$ cat src/rtl/fir_pkg.sv
// rtl/fir_pkg.sv - shared constants, default coefficients and FSM states for fir_ctrl
package fir_pkg;
    localparam int NTAPS   = 9;
    localparam int CW      = 16;
    localparam int LATENCY = 6;
    localparam int AW      = 4;

    // Tap k sits at element [k]; the set is symmetric, so it reads the same either way.
    localparam logic [NTAPS-1:0][CW-1:0] DEFAULT_COEFFS = {
        16'h04F6, 16'h0AE4, 16'h1089, 16'h1496, 16'h160F,
        16'h1496, 16'h1089, 16'h0AE4, 16'h04F6
    };

    typedef enum logic [1:0] {IDLE, RUN, DRAIN, SWAP} state_t;
endpackage

$ cat src/rtl/fir_coeff_bank.sv
// rtl/fir_coeff_bank.sv - double-buffered coefficient store, shadow written, active swapped in
module fir_coeff_bank
    import fir_pkg::*;
(
    input  logic                  clk,
    input  logic                  rst,
    input  logic                  wr_en,
    input  logic [AW-1:0]         wr_addr,
    input  logic [CW-1:0]         wr_data,
    input  logic                  swap,
    output logic [NTAPS*CW-1:0]   coeff_flat
);
    logic [NTAPS-1:0][CW-1:0] shadow;
    logic [NTAPS-1:0][CW-1:0] active;

    always_ff @(posedge clk or posedge rst) begin
        if (rst) begin
            shadow <= DEFAULT_COEFFS;
            active <= DEFAULT_COEFFS;
        end else begin
            for (int k = 0; k < NTAPS; k++) begin
                if (wr_en && (wr_addr == AW'(k))) begin
                    shadow[k] <= wr_data;
                end
            end
            if (swap) begin
                active <= shadow;
            end
        end
    end

    assign coeff_flat = active;
endmodule

$ cat src/rtl/fir_ctrl.sv
// rtl/fir_ctrl.sv - FIR sample gating, output-valid tracking and safe coefficient swap sequencer
module fir_ctrl
    import fir_pkg::*;
(
    input  logic                  clk,
    input  logic                  rst,
    input  logic                  in_valid,
    output logic                  in_ready,
    output logic                  dp_en,
    output logic                  dp_flush,
    output logic                  out_valid,
    input  logic                  cfg_valid,
    output logic                  cfg_ready,
    input  logic [AW-1:0]         cfg_addr,
    input  logic [CW-1:0]         cfg_data,
    input  logic                  cfg_commit,
    output logic                  cfg_err,
    output logic [NTAPS*CW-1:0]   coeff_flat,
    output logic                  busy
);
    state_t               state;
    state_t               state_nxt;
    logic [LATENCY-1:0]   vsr;
    logic                 fire;
    logic                 wr_acc;
    logic                 addr_bad;
    logic                 vsr_empty_next;

    // After this cycle's shift, vsr holds only what is in its low bits plus the new fire.
    assign vsr_empty_next = (vsr[LATENCY-2:0] == '0);

    always_comb begin
        state_nxt = state;
        in_ready  = 1'b0;
        cfg_ready = 1'b0;
        dp_flush  = 1'b0;
        busy      = 1'b0;
        case (state)
            IDLE: begin
                in_ready  = 1'b1;
                cfg_ready = 1'b1;
                if (cfg_commit) begin
                    state_nxt = DRAIN;
                end else if (in_valid) begin
                    state_nxt = RUN;
                end
            end
            RUN: begin
                in_ready  = 1'b1;
                cfg_ready = 1'b1;
                if (cfg_commit) begin
                    state_nxt = DRAIN;
                end else if (vsr_empty_next && !in_valid) begin
                    state_nxt = IDLE;
                end
            end
            DRAIN: begin
                busy = 1'b1;
                if (vsr_empty_next) begin
                    state_nxt = SWAP;
                end
            end
            SWAP: begin
                busy      = 1'b1;
                dp_flush  = 1'b1;
                state_nxt = IDLE;
            end
            default: state_nxt = IDLE;
        endcase
    end

    assign fire      = in_valid & in_ready;
    assign dp_en     = fire;
    assign out_valid = vsr[LATENCY-1];
    assign wr_acc    = cfg_valid & cfg_ready;
    assign addr_bad  = (cfg_addr >= AW'(NTAPS));

    always_ff @(posedge clk or posedge rst) begin
        if (rst) begin
            state   <= IDLE;
            vsr     <= '0;
            cfg_err <= 1'b0;
        end else begin
            state   <= state_nxt;
            vsr     <= {vsr[LATENCY-2:0], fire};
            cfg_err <= wr_acc & addr_bad;
        end
    end

    fir_coeff_bank u_bank (
        .clk        (clk),
        .rst        (rst),
        .wr_en      (wr_acc & ~addr_bad),
        .wr_addr    (cfg_addr),
        .wr_data    (cfg_data),
        .swap       (dp_flush),
        .coeff_flat (coeff_flat)
    );
endmodule
$ cat config.mk
export PLATFORM = sky130hd
export DESIGN_NAME = fir_ctrl
export DESIGN_NICKNAME = d
export VERILOG_FILES = /design/src/rtl/fir_pkg.sv /design/src/rtl/fir_coeff_bank.sv /design/src/rtl/fir_ctrl.sv
export SDC_FILE = /design/constraint.sdc
export NUM_CORES = 1
export LEC_CHECK = 0
export BUFFER_PORTS_ARGS = -buffer_cell sky130_fd_sc_hd__buf_2
export CORE_AREA = 4 4 142 144
export DETAILED_ROUTE_END_ITERATION = 10
export DIE_AREA = 0 0 146 148
export PLACE_DENSITY = 0.94
export SYNTH_ARGS = -nofsm -noshare
export SYNTH_HDL_FRONTEND = slang
export SYNTH_SLANG_ARGS = --single-unit
$ cat constraint.sdc
create_clock -name clk -period 14.6 [get_ports clk]
set_input_delay 1.46 -clock clk [delete_from_list [all_inputs] [get_ports clk]]
set_output_delay 1.46 -clock clk [all_outputs]
set_load 0.01 [all_outputs]
* Word level (Yosys, flattened, before mapping) *
Cells that the tools add are included.

storage, ports and cells
  register bits = 297
  word-level logic and storage cells = 67

operators by class
  $lt $le $gt $ge = 1
  eq/ne operators = 14
  muxes and demuxes = 9
  bitwise operators = 5
  reduce and logical (&&, ||, !) cells = 17

operators by type and width
  kind                                                              count
  4-bit by 3-bit == test with 1-bit output (second input constant)  4
  1-bit logical AND                                                 10
  2-bit two-way mux                                                 5
  4-bit by 2-bit == test with 1-bit output (second input constant)  2
  2-bit one-hot mux with 4 select lines                             1
  3-bit != test (second input constant)                             2
  5-bit zero test                                                   1
  1-bit AND                                                         4
  2-bit == test (second input constant)                             2
  4-bit by 1-bit == test with 1-bit output (second input constant)  1
  4-bit == test (second input constant)                             1
  4-bit >= comparator (second input constant)                       1
  4-bit zero test                                                   1
  2-bit OR reduction                                                2
  1-bit two-way mux                                                 3
  3-bit AND reduction                                               1
  2-bit by 1-bit == test with 1-bit output (second input constant)  1
  2-bit zero test                                                   1
  2-bit != test (second input constant)                             1
  1-bit zero test                                                   1
  1-bit NOT                                                         1

* Depth between registers and ports, before layout *
  depth after elaboration = 6
  depth in mapped cells = 6

* By module *
Synthesis repeated with hierarchy kept, for this count alone.

second synthesis, totals
  cell total of the unflattened synthesis = 647
  area, all modules = 11198.2 um^2

modules (own cells, without submodules)
  module          times used  cells each  area each (um^2)  seq. area each (um^2)
  fir_coeff_bank  1           619         10871.7           7339.5
  fir_ctrl        1           28          326.6             225.2

* Worst setup path before layout *
No wires, ideal clock.

  path kind = input -> output
  start point = input in_valid
  end point = output dp_en
  arrival time = 1.658 ns
  required time = 13.140 ns
  slack = 11.482 ns
  stages = 1
  cells stage by stage = and2b_2

between the ends
  cells in the longest elaborated chain, start to end = 1

RTL lines
  element             RTL line        source
  start: declaration  fir_ctrl.sv:7   input logic in_valid,
  1-bit AND           fir_ctrl.sv:72  assign fire = in_valid & in_ready;
  end: declaration    fir_ctrl.sv:9   output logic dp_en,

Every way passes these cells.

* Worst setup path in the final report *
  start point = register state[1]
  end point = output dp_flush

between the ends
  cells in the longest elaborated chain, start to end = 2

RTL lines
  element                   RTL line        source
  start: declaration        fir_ctrl.sv:21  state_t state;
  start signal: assignment  fir_ctrl.sv:84  state <= state_nxt;
  2-bit == test             fir_ctrl.sv:38  case (state)
  1-bit two-way mux         fir_ctrl.sv:38
  end: declaration          fir_ctrl.sv:10  output logic dp_flush,

Every way passes these cells.

==> out/qor.yml <==
status: "finished, final reports clean"
crit_buf_inv: 2
grt_setup_unrepaired: "false"
wl_per_cell_um: 21.7
ioPinCount: 176
design_area_mm2: 0.0132
final_nets: 848
synth_commonest_cells: "mux2_2 (288), dfrtp_1 (191), dfstp_2 (106), buf_2 (17), nand2_1 (6)"
path_depth: 3
synthXorXnorAreaFrac_pct: 0
slew_headroom_pct: 25.5
initial_core_util_pct: 59.9
htreeDepth: 1
grt_use_met1_pct: 28.3
rr_worst_depth: 4
cts_hold_buffers: 0
muxShareOfSynthArea_pct: 29.0
ys.flop_type: "dfrtp_1"
placedInstanceArea_mm2: 0.0122
p_leak_nw: 6.53
yosys.area_share.adder_pct: 0
gr-usage-met3_pct: 3.62
yosysTopAreaCellShare_pct: 42.7
ctsResizeCount: 0
vias: 6088
die_area_mm2: 0.0216
drt-total-wl_mm: 23.4
fin_skew_ps: 14.5
syn-instance-count: 642
yosysSeqAreaShare_pct: 67.5
critPathKind: "flip-flop to output port"
drc: 0
yosysTopAreaCell: "dfrtp_1"
synth_compound_gate_area_share_pct: 0.246
row_count: 50
syn2layout_area_growth_pct: 17.8
slew_violations: 0
portBuffers: 175
yosysMostFrequentCell: "mux2_2"
syn_nets: 667
dp_hpwl_mm: 14.7
slowest_stage: "nand2_4"
syn_area_mm2: 0.0112
gp_congestion: 0.792
synth_cell_types: 26
gr-usage-met2_pct: 38.6
setup-violations-final: 0
die_h_um: 148
worst-path-max-fanout: 67
synth_seq_cells: 297
synth_edf_count: 0
r2r-end: "u_bank.coeff_flat[17]"
crit_path_end: "dp_flush"
overflow: 0
synth_top_family_by_area: "multiplexers"
r2r-start: "state[1]"
grt_max_degree: 129
fmax_ghz: 0.276
busiest_layer: "met2"
cts_setup_buffers: 0
avgSynthCellArea_um2: 17.4
synth_warnings: 0
clk_pin_slew_ps: 60
utilization_pct: 70.5
avgViaCountPerCell: 5.64
grt_use_total_pct: 21.8
clock-sinks: 297
cp_slowest_stage_delay_ps: 760
irDropWorstVdd_v: 0.000122
min_path_cells: 0
worstHoldPathType: "flip-flop to flip-flop"
die_x_um: 146
maxCapViolCount: 0
num-fill-cells: 1203
drive_gt1_share_pct: 74.7
cp_cell_sequence: "nand2_4 -> clkinv_2 -> buf_2"
grt_pass1_wl_mm: 37.5
synth-simple-area-share_pct: 1.56
detail_route.iter0.violations: 211
tightestPinTransition_ps: 1120
hold_violations: 0
synth_area_leaders: "dfrtp_1 (43%), mux2_2 (29%), dfstp_2 (25%)"
grt_pass1_vias: 6794
finalCritPeriodShare_pct: 24.8
crit_required_ps: 13140
ys_async_sr_fraction_pct: 100
cts_buffers: 29
r2r_slack_ps: 11710
grt_antenna_before_repair: 0
clockBufferDepth: 3
cts_tree: "done"
ant_nets: 0
root_buffer: "clkbuf_16"
cp.arrival_ps: 2160
critPathCaptureType: "output port"
clock_latency_ps: 530
critPathLaunch: "state[1]"
post-route-min-period_ps: 3620
drtPass1Iterations: 4
powerDensity_mw_per_mm2: 212
design.core.area_mm2: 0.0187
start_kind: "flip-flop"
diodes: 0
fin_setup_tns_ps: 0
cp_top_family: "simple AND/OR/NAND/NOR gates"
==> routing by layer <==
| layer | wire, um | up-vias | share of wire (%) |
|---|---|---|---|
| met5 | 0 | - | 0 |
| met4 | 481 | 0 | 2.1 |
| met3 | 1010 | 39 | 4.3 |
| met2 | 12000 | 142 | 52 |
| met1 | 9830 | 3247 | 42 |
| li1 | - | 2660 | - |
==> where the power goes <==
| group | switching (mW) | total [mW] | internal (mW) | leakage [nW] |
|---|---|---|---|---|
| Sequential | 0.159 | 1.35 | 1.19 | 3.61 |
| Combinational | 0.319 | 0.711 | 0.392 | 2.44 |
| Clock | 0.297 | 0.737 | 0.440 | 0.482 |
| Total | 0.775 | 2.79 | 2.02 | 6.53 |
==> cell type report <==
| type | instances | area (um^2) | area share [%] |
|---|---|---|---|
| repair buffers | 178 | 898 | 6.81 |
| well taps | 234 | 293 | 2.22 |
| flip-flops and latches | 297 | 7560 | 57.3 |
| clock buffers | 43 | 858 | 6.51 |
| clock inverters | 10 | 104 | 0.787 |
| multi-input cells | 314 | 3450 | 26.2 |
| inverters | 3 | 20.0 | 0.152 |
==> sequential cells by signal (all words and copies together) (netlist names) <==
register	count
cfg_err	1
state	2
u_bank.coeff_flat	144
u_bank.shadow	144
vsr	6
==> worst min-delay path by stage <==
stage / to / startpoint / slack (ps)
floorplan: vsr[4] / vsr[3] / 350
global placement: vsr[2] / vsr[1] / 360
detailed placement: vsr[2] / vsr[1] / 370
CTS: vsr[2] / vsr[1] / 390
global route: vsr[2] / vsr[1] / 400
finish: vsr[4] / vsr[3] / 390
==> cells in the final DEF, fill, tap and decap left out, types with 2 or more instances in the layout <==
| cell | instances |
|---|---|
| nor2b_1 | 2 |
| nor2_1 | 4 |
| dfrtp_1 | 191 |
| clkbuf_8 | 8 |
| bufinv_16 | 2 |
| buf_4 | 3 |
| buf_2 | 175 |
| mux2_2 | 288 |
| clkbuf_1 | 6 |
| nand2_2 | 2 |
| nand2_1 | 5 |
| and4bb_2 | 2 |
| dfstp_2 | 106 |
| clkbuf_16 | 29 |
| clkinv_2 | 8 |
==> kinds of logic (layout without fill, tap and decap cells) <==
kind of cell | Yosys count | count (layout)
compound gates | 3 | 3
buf+inv | 31 | 234
flops | 297 | 297
mux | 288 | 288
simple gates | 23 | 23
==> stage by stage <==
| stage | total power [mW] | setup slack [ps] | instances | hold WS [ps] |
|---|---|---|---|---|
| after floorplan | 1.81 | 5110 | 642 | 355 |
| after global placement | 2.02 | 11260 | 1026 | 359 |
| after detailed placement | 2.07 | 11250 | 1026 | 373 |
| after CTS | 2.82 | 10930 | 1079 | 390 |
| after global routing | 2.94 | 10830 | 1079 | 403 |
| final | 2.79 | 10980 | 1079 | 386 |
==> worst reg2reg max path: stages (launching register included) <==
cell and delay (ps):
dfrtp_1 630, nand2_4 610, clkinv_2 180, buf_4 850, mux2_2 490
Power figures use the tool's default switching activity.
